## src/rtl/mips_pkg.sv

```systemverilog
// rtl/mips_pkg.sv - shared arbiter state, grant encodings and timeout default
package mips_pkg;

    typedef enum logic [1:0] {
        ST_IDLE      = 2'd0,
        ST_SERVE_IF  = 2'd1,
        ST_SERVE_MEM = 2'd2
    } arb_state_t;

    typedef enum logic {
        GRANT_IF  = 1'b0,
        GRANT_MEM = 1'b1
    } grant_t;

    localparam int DEFAULT_TIMEOUT = 255;

endpackage

```

## src/rtl/wait_timer.sv

```systemverilog
// rtl/wait_timer.sv - counts unacknowledged serve cycles and flags expiry
module wait_timer
    import mips_pkg::*;
#(
    parameter int TIMEOUT = DEFAULT_TIMEOUT
) (
    input  logic clk,
    input  logic rst,
    input  logic clear,
    input  logic enable,
    output logic expired
);

    localparam int CNT_W = (TIMEOUT < 2) ? 1 : $clog2(TIMEOUT + 1);

    logic [CNT_W-1:0] count;

    always_ff @(posedge clk) begin
        if (!rst) begin
            count <= '0;
        end else if (clear) begin
            count <= '0;
        end else if (enable) begin
            count <= count + 1'b1;
        end
    end

    // Expiry fires in the cycle whose increment would reach TIMEOUT, so the
    // transaction spends exactly TIMEOUT serve cycles before being aborted.
    assign expired = enable && (count == CNT_W'(TIMEOUT - 1));

endmodule

```

## src/rtl/mem_port_arbiter.sv

```systemverilog
// rtl/mem_port_arbiter.sv - arbitrates fetch and MEM-stage requests onto one memory port
module mem_port_arbiter
    import mips_pkg::*;
#(
    parameter int ADDR_W  = 32,
    parameter int DATA_W  = 32,
    parameter int TIMEOUT = DEFAULT_TIMEOUT
) (
    input  logic              clk,
    input  logic              rst,
    input  logic              if_req,
    input  logic [ADDR_W-1:0] if_addr,
    output logic [DATA_W-1:0] if_rdata,
    output logic              if_done,
    input  logic              mem_req,
    input  logic              mem_we,
    input  logic [ADDR_W-1:0] mem_addr,
    input  logic [DATA_W-1:0] mem_wdata,
    output logic [DATA_W-1:0] mem_rdata,
    output logic              mem_done,
    output logic              stall_if,
    output logic              stall_pipe,
    output logic              m_req,
    output logic              m_we,
    output logic [ADDR_W-1:0] m_addr,
    output logic [DATA_W-1:0] m_wdata,
    input  logic [DATA_W-1:0] m_rdata,
    input  logic              m_ack,
    output logic              bus_err
);

    arb_state_t state;
    arb_state_t next_state;
    grant_t     last_grant;

    logic if_elig;
    logic mem_elig;
    logic serving;
    logic expired;
    logic finish;
    logic enter_if;
    logic enter_mem;

    // A requester whose done pulse is high this cycle is already dropping its
    // request, which forces one bubble and naturally alternates under load.
    assign if_elig   = if_req & ~if_done;
    assign mem_elig  = mem_req & ~mem_done;
    assign serving   = (state != ST_IDLE);
    assign finish    = serving & (m_ack | expired);
    assign enter_if  = (state == ST_IDLE) && (next_state == ST_SERVE_IF);
    assign enter_mem = (state == ST_IDLE) && (next_state == ST_SERVE_MEM);

    assign stall_pipe = mem_req & ~mem_done;
    assign stall_if   = (if_req & ~if_done) | stall_pipe;

    wait_timer #(
        .TIMEOUT(TIMEOUT)
    ) u_wait_timer (
        .clk    (clk),
        .rst    (rst),
        .clear  (~serving),
        .enable (serving & ~m_ack),
        .expired(expired)
    );

    always_ff @(posedge clk) begin
        if (!rst) begin
            state      <= ST_IDLE;
            last_grant <= GRANT_IF;
        end else begin
            state <= next_state;
            if (enter_if) begin
                last_grant <= GRANT_IF;
            end else if (enter_mem) begin
                last_grant <= GRANT_MEM;
            end
        end
    end

    always_comb begin
        next_state = state;
        m_req      = 1'b0;
        case (state)
            ST_IDLE: begin
                if (if_elig && mem_elig) begin
                    next_state = (last_grant == GRANT_MEM) ? ST_SERVE_IF : ST_SERVE_MEM;
                end else if (mem_elig) begin
                    next_state = ST_SERVE_MEM;
                end else if (if_elig) begin
                    next_state = ST_SERVE_IF;
                end
            end
            ST_SERVE_IF, ST_SERVE_MEM: begin
                m_req = 1'b1;
                if (m_ack || expired) begin
                    next_state = ST_IDLE;
                end
            end
            default: next_state = ST_IDLE;
        endcase
    end

    // Request side is captured once at grant and held until the next grant.
    always_ff @(posedge clk) begin
        if (!rst) begin
            m_we    <= 1'b0;
            m_addr  <= '0;
            m_wdata <= '0;
        end else if (enter_if) begin
            m_we    <= 1'b0;
            m_addr  <= if_addr;
            m_wdata <= '0;
        end else if (enter_mem) begin
            m_we    <= mem_we;
            m_addr  <= mem_addr;
            m_wdata <= mem_wdata;
        end
    end

    always_ff @(posedge clk) begin
        if (!rst) begin
            if_rdata  <= '0;
            mem_rdata <= '0;
            if_done   <= 1'b0;
            mem_done  <= 1'b0;
            bus_err   <= 1'b0;
        end else begin
            if_done  <= (state == ST_SERVE_IF) && finish;
            mem_done <= (state == ST_SERVE_MEM) && finish;
            if (serving && expired) begin
                bus_err <= 1'b1;
            end
            if ((state == ST_SERVE_IF) && finish) begin
                if_rdata <= m_ack ? m_rdata : '0;
            end
            if ((state == ST_SERVE_MEM) && finish) begin
                if (!m_ack) begin
                    mem_rdata <= '0;
                end else if (!m_we) begin
                    mem_rdata <= m_rdata;
                end
            end
        end
    end

endmodule

```

## config.mk

```make
export PLATFORM = sky130hd
export DESIGN_NAME = mem_port_arbiter
export DESIGN_NICKNAME = d
export VERILOG_FILES = /design/src/rtl/mips_pkg.sv /design/src/rtl/wait_timer.sv /design/src/rtl/mem_port_arbiter.sv
export SDC_FILE = /design/constraint.sdc
export NUM_CORES = 1
export LEC_CHECK = 0
export BUFFER_PORTS_ARGS = -buffer_cell sky130_fd_sc_hd__buf_4
export CAP_MARGIN = 20
export CORE_MARGIN = 5
export CORE_UTILIZATION = 50
export CTS_CLUSTER_DIAMETER = 200
export DETAILED_ROUTE_END_ITERATION = 8
export PLACE_DENSITY_LB_ADDON = 0.1
export SYNTH_ARGS = -nofsm -noshare
export SYNTH_HDL_FRONTEND = slang
export SYNTH_SLANG_ARGS = --single-unit
```

## constraint.sdc

```tcl
create_clock -name clk -period 6.1 [get_ports clk]
set_input_delay 1.22 -clock clk [delete_from_list [all_inputs] [get_ports clk]]
set_output_delay 1.22 -clock clk [all_outputs]
set_load 0.01 [all_outputs]
```

==> qor.csv <==
stage,metric,value,unit
power_and_ir_drop,switching share of power,28.2,%
cts,H-tree levels,4,
final_layout,n_diodes,0,
sta,Final TNS setup,0,ns
synthesis,"Primary FF master, synth",dfxtp_1,
die,Core Region,10900,um^2
power_and_ir_drop,Reg power frac,38.7,%
synthesis,register bit total from synthesis,143,
power_and_ir_drop,clock power share,39.7,%
synthesis,"top cells by area, synth","dfxtp_1, nand2_1, a21oi_1, a22oi_1, nand3_1",
sta,min Tclk post-route,3.11,ns
final_layout,post-layout util,76.3,%
detailed_routing,average wire per standard cell,16.9,um
die,Ports,269,
critical_path,WP data required,6.52,ns
placement,Final HPWL DP,12700,um
final_layout,layout cells sized above 1,36.1,%
grt,GRT overflow,0,
critical_path,Worst Path Max Fanout,42,
flow_run,Max-cap violations,0,
power_and_ir_drop,Int Power,2.00,mW
grt,Tot GR Track Use,26.2,%
sta,Worst Tran Pin Value,0.712,ns
cts,clock sink total,143,
sta,final hold vios,0,
final_layout,area added between synthesis and finish,48.4,%
synthesis,Synth area leader,dfxtp_1,
cts,CTS tree,built,
synthesis,Synth Net Count,809,
grt,first-pass GRT wire length,27900,um
synthesis,Post-synth EDFFs,0,
placement,PortBufs,268,
detailed_routing,first-pass iteration count of the detailed router,5,
power_and_ir_drop,pwr dens,335,nW/um^2
sta,clock skew,0.00724,ns
synthesis,Ys Warns,0,
cts,cts bufs inserted,17,
power_and_ir_drop,Max IR drop VDD,0.000183,V
die,die span in x,116,um
cts,hold_buf cts,0,
detailed_routing,DRT antenna net count,0,
synthesis,Post-synth ARST share,0,%
placement,GPL Wtd Cong,0.830,
sta,Hold Slack,0.452,ns
sta,fin crit share,51.0,%
die,Die Y,116,um
grt,vias in the first global route,5626,
cts,worst skew pair latency,0.52,ns
synthesis,"Avg Cell Area, Syn",8.37,um^2
die,Cell Rows,38,
sta,final setup fails,0,
grt,largest net degree at the start of global routing,68,
detailed_routing,residual DRC count,0,
synthesis,Yosys cell types,38,
power_and_ir_drop,Pleak,3.53,nW
cts,clock buffer depth,2,
detailed_routing,initial DRC count,453,
final_layout,fin nets,1054,
synthesis,"Seq/Total Area, Yosys",51.1,%
detailed_routing,total number of vias,5757,
die,Initial Util,51.4,%
sta,Slew Limit Fails,0,
critical_path,Worst EP arrival,3.53,ns
run_status,status,"complete, no violations",
critical_path,crit end category,register,
synthesis,cell count after synthesis,669,
sta,highest clock rate,322,MHz
synthesis,synthesized area,5600,um^2
detailed_routing,via density per instance,5.40,
sta,RSZ-0062 raised after global routing,no,
die,Die Area,13400,um^2
synthesis,Yosys top cell area share,51.1,%
detailed_routing,final wirelength,18000,um
power_and_ir_drop,Sw Pwr,0.787,mW
power_and_ir_drop,Logic pwr share,21.6,%
hold_path,path type of the worst min-delay path,reg -> reg,
cts,Clock transition at path regs,0.06,ns
sta,Slew HR,52.5,%
cts,Setup Buffers After CTS,0,
cts,cts repair resizes,0,
critical_path,kind of critical path,in -> reg,
grt,initial antenna violation count,0,
critical_path,Setup crit start kind,input port,
cts,CTS Root Cell,clkbuf_8,
==> path summary, 6_finish.rpt <==
| check | startpoint | end | slack, ns | cells after the start |
|---|---|---|---|---|
| worst max-delay path | m_ack | m_addr[12] | 2.99 | 7 |
| worst min register to register | if_rdata[28] | if_rdata[28] | 0.45 | 2 |
| worst max register to register | state[1] | m_addr[12] | 3.13 | 8 |
| worst min-delay path | if_rdata[28] | if_rdata[28] | 0.45 | 2 |
==> metrics by stage <==
| step | total power [mW] | std cells | setup WS [ns] | instance area [um^2] |
|---|---|---|---|---|
| 3_5_place_dp | 1.69 | 1034 | 2.47 | 7660 |
| 5_1_grt | 2.91 | 1066 | 2.80 | 8310 |
| 4_1_cts | 2.79 | 1065 | 3.01 | 8290 |
| 6_report | 2.78 | 1066 | 2.99 | 8310 |
| 3_3_place_gp | 1.67 | 1034 | 2.57 | 7660 |
| 2_1_floorplan | 1.41 | 669 | 3.44 | 5600 |
==> flip-flops by register name, summed over array words and instances, names as in the netlist <==
name and cells:
if_rdata 32, m_addr 32, m_wdata 32, mem_rdata 32, u_wait_timer.count 8, state 2, bus_err 1, if_done 1
last_grant 1, m_we 1, mem_done 1
==> power groups by stage <==
| stage | clock [mW] | sequential [mW] | combinational (mW) |
|---|---|---|---|
| finish | 1.11 | 1.08 | 0.601 |
| CTS | 1.12 | 1.08 | 0.596 |
| floorplan | 0 | 1.13 | 0.284 |
| global placement | 0 | 1.09 | 0.581 |
| global route | 1.16 | 1.09 | 0.654 |
| detailed placement | 0 | 1.10 | 0.594 |
==> Yosys cell counts, types with 2 or more instances <==
cell type,count
a211oi_2,14
o21ai_1,8
buf_4,4
nand2_1,125
o21ai_0,16
a211oi_1,8
a311oi_1,12
and3_1,2
nor3_1,33
dfxtp_1,143
nand2b_1,5
xor2_1,6
nor3b_1,2
ha_1,6
buf_2,14
a21oi_1,68
a22oi_1,33
nand3_1,40
inv_1,24
nor2_1,51
nor2b_1,4
clkbuf_1,35
==> metal layers <==
layer | wire (um) | vias to the layer above | track usage [%]
met3 | 1500 | 54 | 7.36
met4 | 626 | 0 | 11.1
li1 | - | 2780 | -
met1 | 6940 | 2675 | 30.8
met5 | 0 | - | 0
met2 | 8920 | 248 | 44.6
==> critical path, stage by stage <==
cell	delay (ns)
buf_4	0.37
nor2b_2	0.13
o21ai_1	0.30
o2111a_1	0.71
buf_4	0.40
nand2_1	0.09
a311oi_1	0.28
==> layout by cell type, fill, tap and decap left out, drive strengths merged, types with 2 or more instances in the layout <==
cell type  synthesis  routed
a211oi            22      22
a21oi             68      68
a22oi             33      33
a311oi            12      12
and3               2       2
buf               18     279
bufinv             0       5
clkbuf            35      18
clkinv             0       5
dfxtp            143     143
ha                 6       6
inv               25      27
nand2            125     125
nand2b             5       5
nand3             40      40
nor2              52      52
nor2b              5       5
nor3              33      33
nor3b              3       3
o21ai             25      25
xor2               6       6
==> logic make-up (layout without fill, tap and decap cells) <==
logic type                 count (synthesis)  count (layout)  share of synthesized area, %
and+or+nand+nor                          269             269                          20.8
AOI/OAI and AO/OA                        166             166                          19.8
DFF                                      143             143                          51.1
buffers and inverters                     78             335                          5.81
xor gates and xnor gates                   7               7                          1.10
adders and majority gates                  6               6                          1.34
==> final cells by class <==
| type | instances | area, um^2 |
|---|---|---|
| clock buffers | 18 | 418 |
| repair buffers | 279 | 2100 |
| fillers | 793 | 2580 |
| multi-input cells | 448 | 2440 |
| clock inverters | 13 | 211 |
| inverters | 25 | 93.8 |
| well taps | 140 | 175 |
| flip-flops and latches | 143 | 2860 |
No activity file was read; power rests on OpenSTA's default activity.
